<file path="src/rtl/riscv_pkg.sv">
// Shared RV32I definitions: core opcode/funct3 constants plus data-memory
// controller state and error-cause encodings.
package riscv_pkg;

    localparam logic [6:0] OP_LUI    = 7'b0110111;
    localparam logic [6:0] OP_AUIPC  = 7'b0010111;
    localparam logic [6:0] OP_JAL    = 7'b1101111;
    localparam logic [6:0] OP_JALR   = 7'b1100111;
    localparam logic [6:0] OP_BRANCH = 7'b1100011;
    localparam logic [6:0] OP_LOAD   = 7'b0000011;
    localparam logic [6:0] OP_STORE  = 7'b0100011;
    localparam logic [6:0] OP_IMM    = 7'b0010011;
    localparam logic [6:0] OP_REG    = 7'b0110011;

    localparam logic [2:0] F3_B  = 3'b000;
    localparam logic [2:0] F3_H  = 3'b001;
    localparam logic [2:0] F3_W  = 3'b010;
    localparam logic [2:0] F3_BU = 3'b100;
    localparam logic [2:0] F3_HU = 3'b101;

    typedef enum logic [1:0] {
        IDLE = 2'b00,
        BUS  = 2'b01,
        DONE = 2'b10
    } dmem_state_t;

    localparam logic [1:0] ERR_NONE     = 2'b00;
    localparam logic [1:0] ERR_BUS      = 2'b01;
    localparam logic [1:0] ERR_TIMEOUT  = 2'b10;
    localparam logic [1:0] ERR_MISALIGN = 2'b11;

endpackage

</file>
<file path="src/rtl/riscv_dmem_align.sv">
// Byte-lane alignment of store data/mask and misalignment detection for the
// data-memory controller. Purely combinational.
module riscv_dmem_align (
    input  logic        i_we,
    input  logic [1:0]  i_addr_lo,
    input  logic [3:0]  i_wmask,
    input  logic [31:0] i_wdata,
    output logic [3:0]  o_be,
    output logic [31:0] o_wdata,
    output logic        o_misalign
);

    always_comb begin
        o_be       = 4'b1111;
        o_wdata    = i_wdata << {i_addr_lo, 3'b000};
        o_misalign = 1'b0;
        if (i_we) begin
            o_be = 4'(i_wmask << i_addr_lo);
            unique case (i_wmask)
                4'b0011: o_misalign = i_addr_lo[0];
                4'b1111: o_misalign = |i_addr_lo;
                default: o_misalign = 1'b0;
            endcase
        end else begin
            // Loads carry no size information here, so they are checked as words.
            o_misalign = |i_addr_lo;
        end
    end

endmodule

</file>
<file path="src/rtl/riscv_dmem_ctrl.sv">
// Data-memory controller: turns the core's registered load/store request into a
// single-outstanding req/ack bus access, with stall, error and timeout handling.
module riscv_dmem_ctrl
    import riscv_pkg::*;
#(
    parameter int unsigned TIMEOUT   = 255,
    parameter int unsigned TIMEOUT_W = 8
) (
    input  logic        I_clk,
    input  logic        I_rst,
    input  logic        I_rd,
    input  logic        I_we,
    input  logic [31:0] I_addr,
    input  logic [31:0] I_wdata,
    input  logic [3:0]  I_wmask,
    output logic [31:0] O_rdata,
    output logic        O_stall,
    output logic        O_done,
    output logic        O_err,
    output logic [1:0]  O_err_cause,
    output logic        O_bus_req,
    output logic        O_bus_we,
    output logic [31:0] O_bus_addr,
    output logic [31:0] O_bus_wdata,
    output logic [3:0]  O_bus_be,
    input  logic        I_bus_ack,
    input  logic [31:0] I_bus_rdata,
    input  logic        I_bus_err
);

    dmem_state_t          r_state, w_state_next;
    logic [TIMEOUT_W-1:0] r_cnt;
    logic                 r_err;
    logic [1:0]           r_err_cause;
    logic [31:0]          r_rdata;
    logic                 r_bus_we;
    logic [31:0]          r_bus_addr;
    logic [31:0]          r_bus_wdata;
    logic [3:0]           r_bus_be;

    logic                 w_accept;
    logic                 w_misalign;
    logic                 w_timeout;
    logic [3:0]           w_be;
    logic [31:0]          w_wdata;
    logic                 w_err_next;
    logic [1:0]           w_cause_next;
    logic                 w_rdata_ld;
    logic [31:0]          w_rdata_val;

    riscv_dmem_align u_align (
        .i_we       (I_we),
        .i_addr_lo  (I_addr[1:0]),
        .i_wmask    (I_wmask),
        .i_wdata    (I_wdata),
        .o_be       (w_be),
        .o_wdata    (w_wdata),
        .o_misalign (w_misalign)
    );

    assign w_accept  = (r_state != BUS) && (I_rd || I_we);
    assign w_timeout = (r_cnt == TIMEOUT_W'(TIMEOUT - 1));

    always_ff @(posedge I_clk or posedge I_rst) begin
        if (I_rst) r_state <= IDLE;
        else       r_state <= w_state_next;
    end

    always_comb begin
        w_state_next = r_state;
        w_err_next   = 1'b0;
        w_cause_next = r_err_cause;
        w_rdata_ld   = 1'b0;
        w_rdata_val  = '0;
        unique case (r_state)
            BUS: begin
                // An ack in the final counted cycle still wins over the timeout.
                if (I_bus_ack) begin
                    w_state_next = DONE;
                    w_rdata_ld   = !r_bus_we;
                    w_rdata_val  = I_bus_err ? '0 : I_bus_rdata;
                    if (I_bus_err) begin
                        w_err_next   = 1'b1;
                        w_cause_next = ERR_BUS;
                    end
                end else if (w_timeout) begin
                    w_state_next = DONE;
                    w_rdata_ld   = !r_bus_we;
                    w_err_next   = 1'b1;
                    w_cause_next = ERR_TIMEOUT;
                end
            end
            default: begin
                if (w_accept && w_misalign) begin
                    w_state_next = DONE;
                    w_rdata_ld   = !I_we;
                    w_err_next   = 1'b1;
                    w_cause_next = ERR_MISALIGN;
                end else if (w_accept) begin
                    w_state_next = BUS;
                end else begin
                    w_state_next = IDLE;
                end
            end
        endcase
    end

    always_ff @(posedge I_clk or posedge I_rst) begin
        if (I_rst) begin
            r_cnt       <= '0;
            r_err       <= 1'b0;
            r_err_cause <= ERR_NONE;
            r_rdata     <= '0;
            r_bus_we    <= 1'b0;
            r_bus_addr  <= '0;
            r_bus_wdata <= '0;
            r_bus_be    <= '0;
        end else begin
            r_err       <= w_err_next;
            r_err_cause <= w_cause_next;
            if (w_rdata_ld) r_rdata <= w_rdata_val;
            if (r_state == BUS && !I_bus_ack && !w_timeout) r_cnt <= r_cnt + 1'b1;
            else                                            r_cnt <= '0;
            if (w_accept) begin
                r_bus_we    <= I_we;
                r_bus_addr  <= {I_addr[31:2], 2'b00};
                r_bus_wdata <= w_wdata;
                r_bus_be    <= w_be;
            end
        end
    end

    assign O_rdata     = r_rdata;
    assign O_stall     = (r_state == BUS) || (w_accept && !w_misalign);
    assign O_done      = (r_state == DONE);
    assign O_err       = r_err;
    assign O_err_cause = r_err_cause;
    assign O_bus_req   = (r_state == BUS);
    assign O_bus_we    = r_bus_we;
    assign O_bus_addr  = r_bus_addr;
    assign O_bus_wdata = r_bus_wdata;
    assign O_bus_be    = r_bus_be;

endmodule

</file>
<file path="config.mk">
export PLATFORM = sky130hd
export DESIGN_NAME = riscv_dmem_ctrl
export DESIGN_NICKNAME = d
export VERILOG_FILES = /design/src/rtl/riscv_pkg.sv /design/src/rtl/riscv_dmem_align.sv /design/src/rtl/riscv_dmem_ctrl.sv
export SDC_FILE = /design/constraint.sdc
export NUM_CORES = 1
export LEC_CHECK = 0
export BUFFER_PORTS_ARGS = -buffer_cell sky130_fd_sc_hd__buf_2
export CAP_MARGIN = 20
export CORE_MARGIN = 1.5
export CORE_UTILIZATION = 30
export CTS_CLUSTER_DIAMETER = 120
export DETAILED_ROUTE_END_ITERATION = 16
export GPL_TIMING_DRIVEN = 0
export MAX_ROUTING_LAYER = met4
export PLACE_DENSITY = 0.51
export SLEW_MARGIN = 30
export SYNTH_ARGS = -nofsm -noshare
export SYNTH_HDL_FRONTEND = slang
export SYNTH_SLANG_ARGS = --single-unit
</file>
<file path="constraint.sdc">
create_clock -name I_clk -period 6.1 [get_ports I_clk]
set_clock_uncertainty 0.1 [all_clocks]
set_input_delay 0.61 -clock I_clk [delete_from_list [all_inputs] [get_ports I_clk]]
set_output_delay 0.61 -clock I_clk [all_outputs]
set_load 0.01 [all_outputs]
</file>
==> results.ini <==
[status]
status=finished clean

[cells_and_area]
design_area_um2=6760
final_util=0.406
layout.nets=865
final-instance-count-excl-fill=982
drive_gt1_frac=0.338
area_delta_synth_final_pct=32.0

[synthesis]
synth_edf_count=0
syn_area_um2=5120
async_reset_ff_frac=1.00
seq_area_frac_synth=0.547
avgSynthCellArea_um2=9.59
synth-seq-cells=112
synth-warning-count=0
yosys.cell_types.count=38
syn_inst=534
ys.flop_type=dfrtp_1

[critical_path]
crit_required_ps=5390
critical_path.startpoint_type=register
worstRegToRegCells=5
setup.worst_path.end_class=output port
max_stage_delay_ps=380
cp_cell_sequence=nand2b_1, buf_6, inv_2, nor2_2, clkbuf_1, nand3_1, nand2_1, buf_2
worst-path-max-fanout=10
crit_arrival_ps=2100
worst_path_max_delay_cell=dfrtp_1
worstSetupPathType=reg2out

[clock_tree]
cts_num_sinks=112
root_buffer=clkbuf_16
path_clk_slew_ps=70
cts_hold_buf=0
cts_buffers=9
cts_resized=0
clockBufferDepth=2
insertion_delay_ps=350
post_cts_buffers=0
cts_htree_levels=3
cts_tree=yes

[grt]
grt.overflow.total=0
grt_start_max_net_pins=58
antenna_found_initial=1
grt_pass1_vias=4709
track_usage=0.175
grt_pass1_wl_mm=24.1

[placed_design]
gp_congestion=0.819
io_buffers=210
postPlaceCellArea_um2=6480
dp.cells=966
dp_hpwl_mm=11.3

[run]
drv_cap=0

[sta]
setup_viol=0
maxSlewHeadroom=0.457
min_period_over_period=0.461
min_period_ps=2810
slew_violations=0
setup_tns_ps=0
fmax_mhz=356
rsz0062_at_grt=no
tightest_slew_ps=809
hold_viol=0

[floorplan]
core-area_um2=16600
pin_count=213
start_util=0.308
die_h_um=134
num_rows=47
die_area_um2=17900
die_x_um=134

[pwr]
power_mw=2.10
ir_drop_uv=174
power.leakage_nw=3.68
power_density_nw_per_um2=311

[route]
drtIter0Drc=180
postRouteAntennaNets=0
wl_mm=14.9
via_count=4575
drt-vias-per-instance=4.66
drtPass1Iterations=4
wl_per_cell_um=15.2
drcViolationCount=0

[worst_hold_path]
hp-class=in2async

[metal layers]
metal  global-route usage  vias up  routed length (um)
met1                0.223     2205                6760
met5                    -        -                   0
met2                0.279      150                6940
met4               0.0477        0                 235
li1                     -     2201                   -
met3               0.0445       19                 977
[cell usage in the layout, fill, tap and decap left out, types with 2 or more instances in the layout]
cell          n
buf_2       218
nand2_1     196
dfrtp_1     112
mux2i_1      50
nor2_1       25
a21oi_1      20
clkbuf_1     15
nand3_1      14
nor2b_1      12
a211oi_1     10
o31ai_1       9
clkbuf_16     9
buf_6         8
mux2_2        7
o21ai_1       6
o21ai_0       5
xnor2_1       4
o22a_1        3
buf_1         3
xor2_1        3
clkinvlp_4    3
nand2b_1      2
and3_1        2
ha_1          2
buf_4         2
conb_1        2
inv_6         2
[stage by stage]
stage	hold WS, ps	worst slack, ps
after floorplan	355	2430
final	170	3290
after global placement	350	1080
after global routing	199	3030
after detailed placement	355	3520
after CTS	183	3220
[power breakdown]
part	switching, mW	internal [mW]	total, mW	leakage (nW)
sequential	0.0708	0.875	0.946	1.44
clock	0.280	0.278	0.558	0.124
combinational	0.360	0.239	0.599	2.12
total	0.712	1.39	2.10	3.68
[area by class of cell]
| cell class | instances | area [um^2] |
|---|---|---|
| clock inverter | 6 | 45.0 |
| antenna | 1 | 2.50 |
| multi-input combinational | 384 | 2100 |
| tap | 220 | 275 |
| buffer | 36 | 213 |
| inverter | 3 | 18.8 |
| fill | 1726 | 9880 |
| timing repair buffer | 211 | 1080 |
| clock buffer | 9 | 225 |
| sequential | 112 | 2800 |
[registers in the layout (all words and copies together) (netlist names)]
register / count
O_bus_we: 1
r_cnt: 8
O_err: 1
r_state: 2
O_err_cause: 2
O_rdata: 32
O_bus_wdata: 32
O_bus_be: 4
O_bus_addr: 30
[cell usage after synthesis (6+ instances only)]
| master | n | area [um^2] |
|---|---|---|
| nand2_1 | 196 | 736 |
| dfrtp_1 | 112 | 2800 |
| mux2i_1 | 50 | 500 |
| nor2_1 | 25 | 93.8 |
| a21oi_1 | 20 | 100 |
| clkbuf_1 | 15 | 56.3 |
| nand3_1 | 14 | 70.1 |
| nor2b_1 | 12 | 75.1 |
| a211oi_1 | 10 | 75.1 |
| o31ai_1 | 9 | 67.6 |
| buf_2 | 8 | 40.0 |
| buf_6 | 8 | 90.1 |
| mux2_2 | 7 | 78.8 |
| o21ai_1 | 6 | 30.0 |
[critical path: cells and delay by family, from the launching register on]
family / cells / cell delay [ps]
buffers and inverters: 4 / 730
DFF: 1 / 380
and+or+nand+nor: 4 / 640
[path summary, 6_finish.rpt]
check	startpoint	end	slack, ps
max	r_state[0]	O_stall	3290
min	I_rst	O_rdata[13]	170
max reg2reg	r_state[1]	O_bus_wdata[17]	4100
min reg2reg	O_bus_wdata[4]	O_bus_wdata[4]	370
max in group asynchronous	I_rst	O_bus_wdata[4]	5120
min in group I_clk	I_addr[18]	O_bus_addr[18]	340
[cell families after synthesis]
family / count (synthesis) / share of synthesized area
xor+xnor: 7 / 0.0120
compound gates: 57 / 0.0694
flops: 112 / 0.547
mux: 58 / 0.115
other cells: 1 / 0.000732
simple gates: 258 / 0.207
buf+inv: 39 / 0.0437
fa+ha+maj: 2 / 0.00489
(Power assumes the default switching activity.)
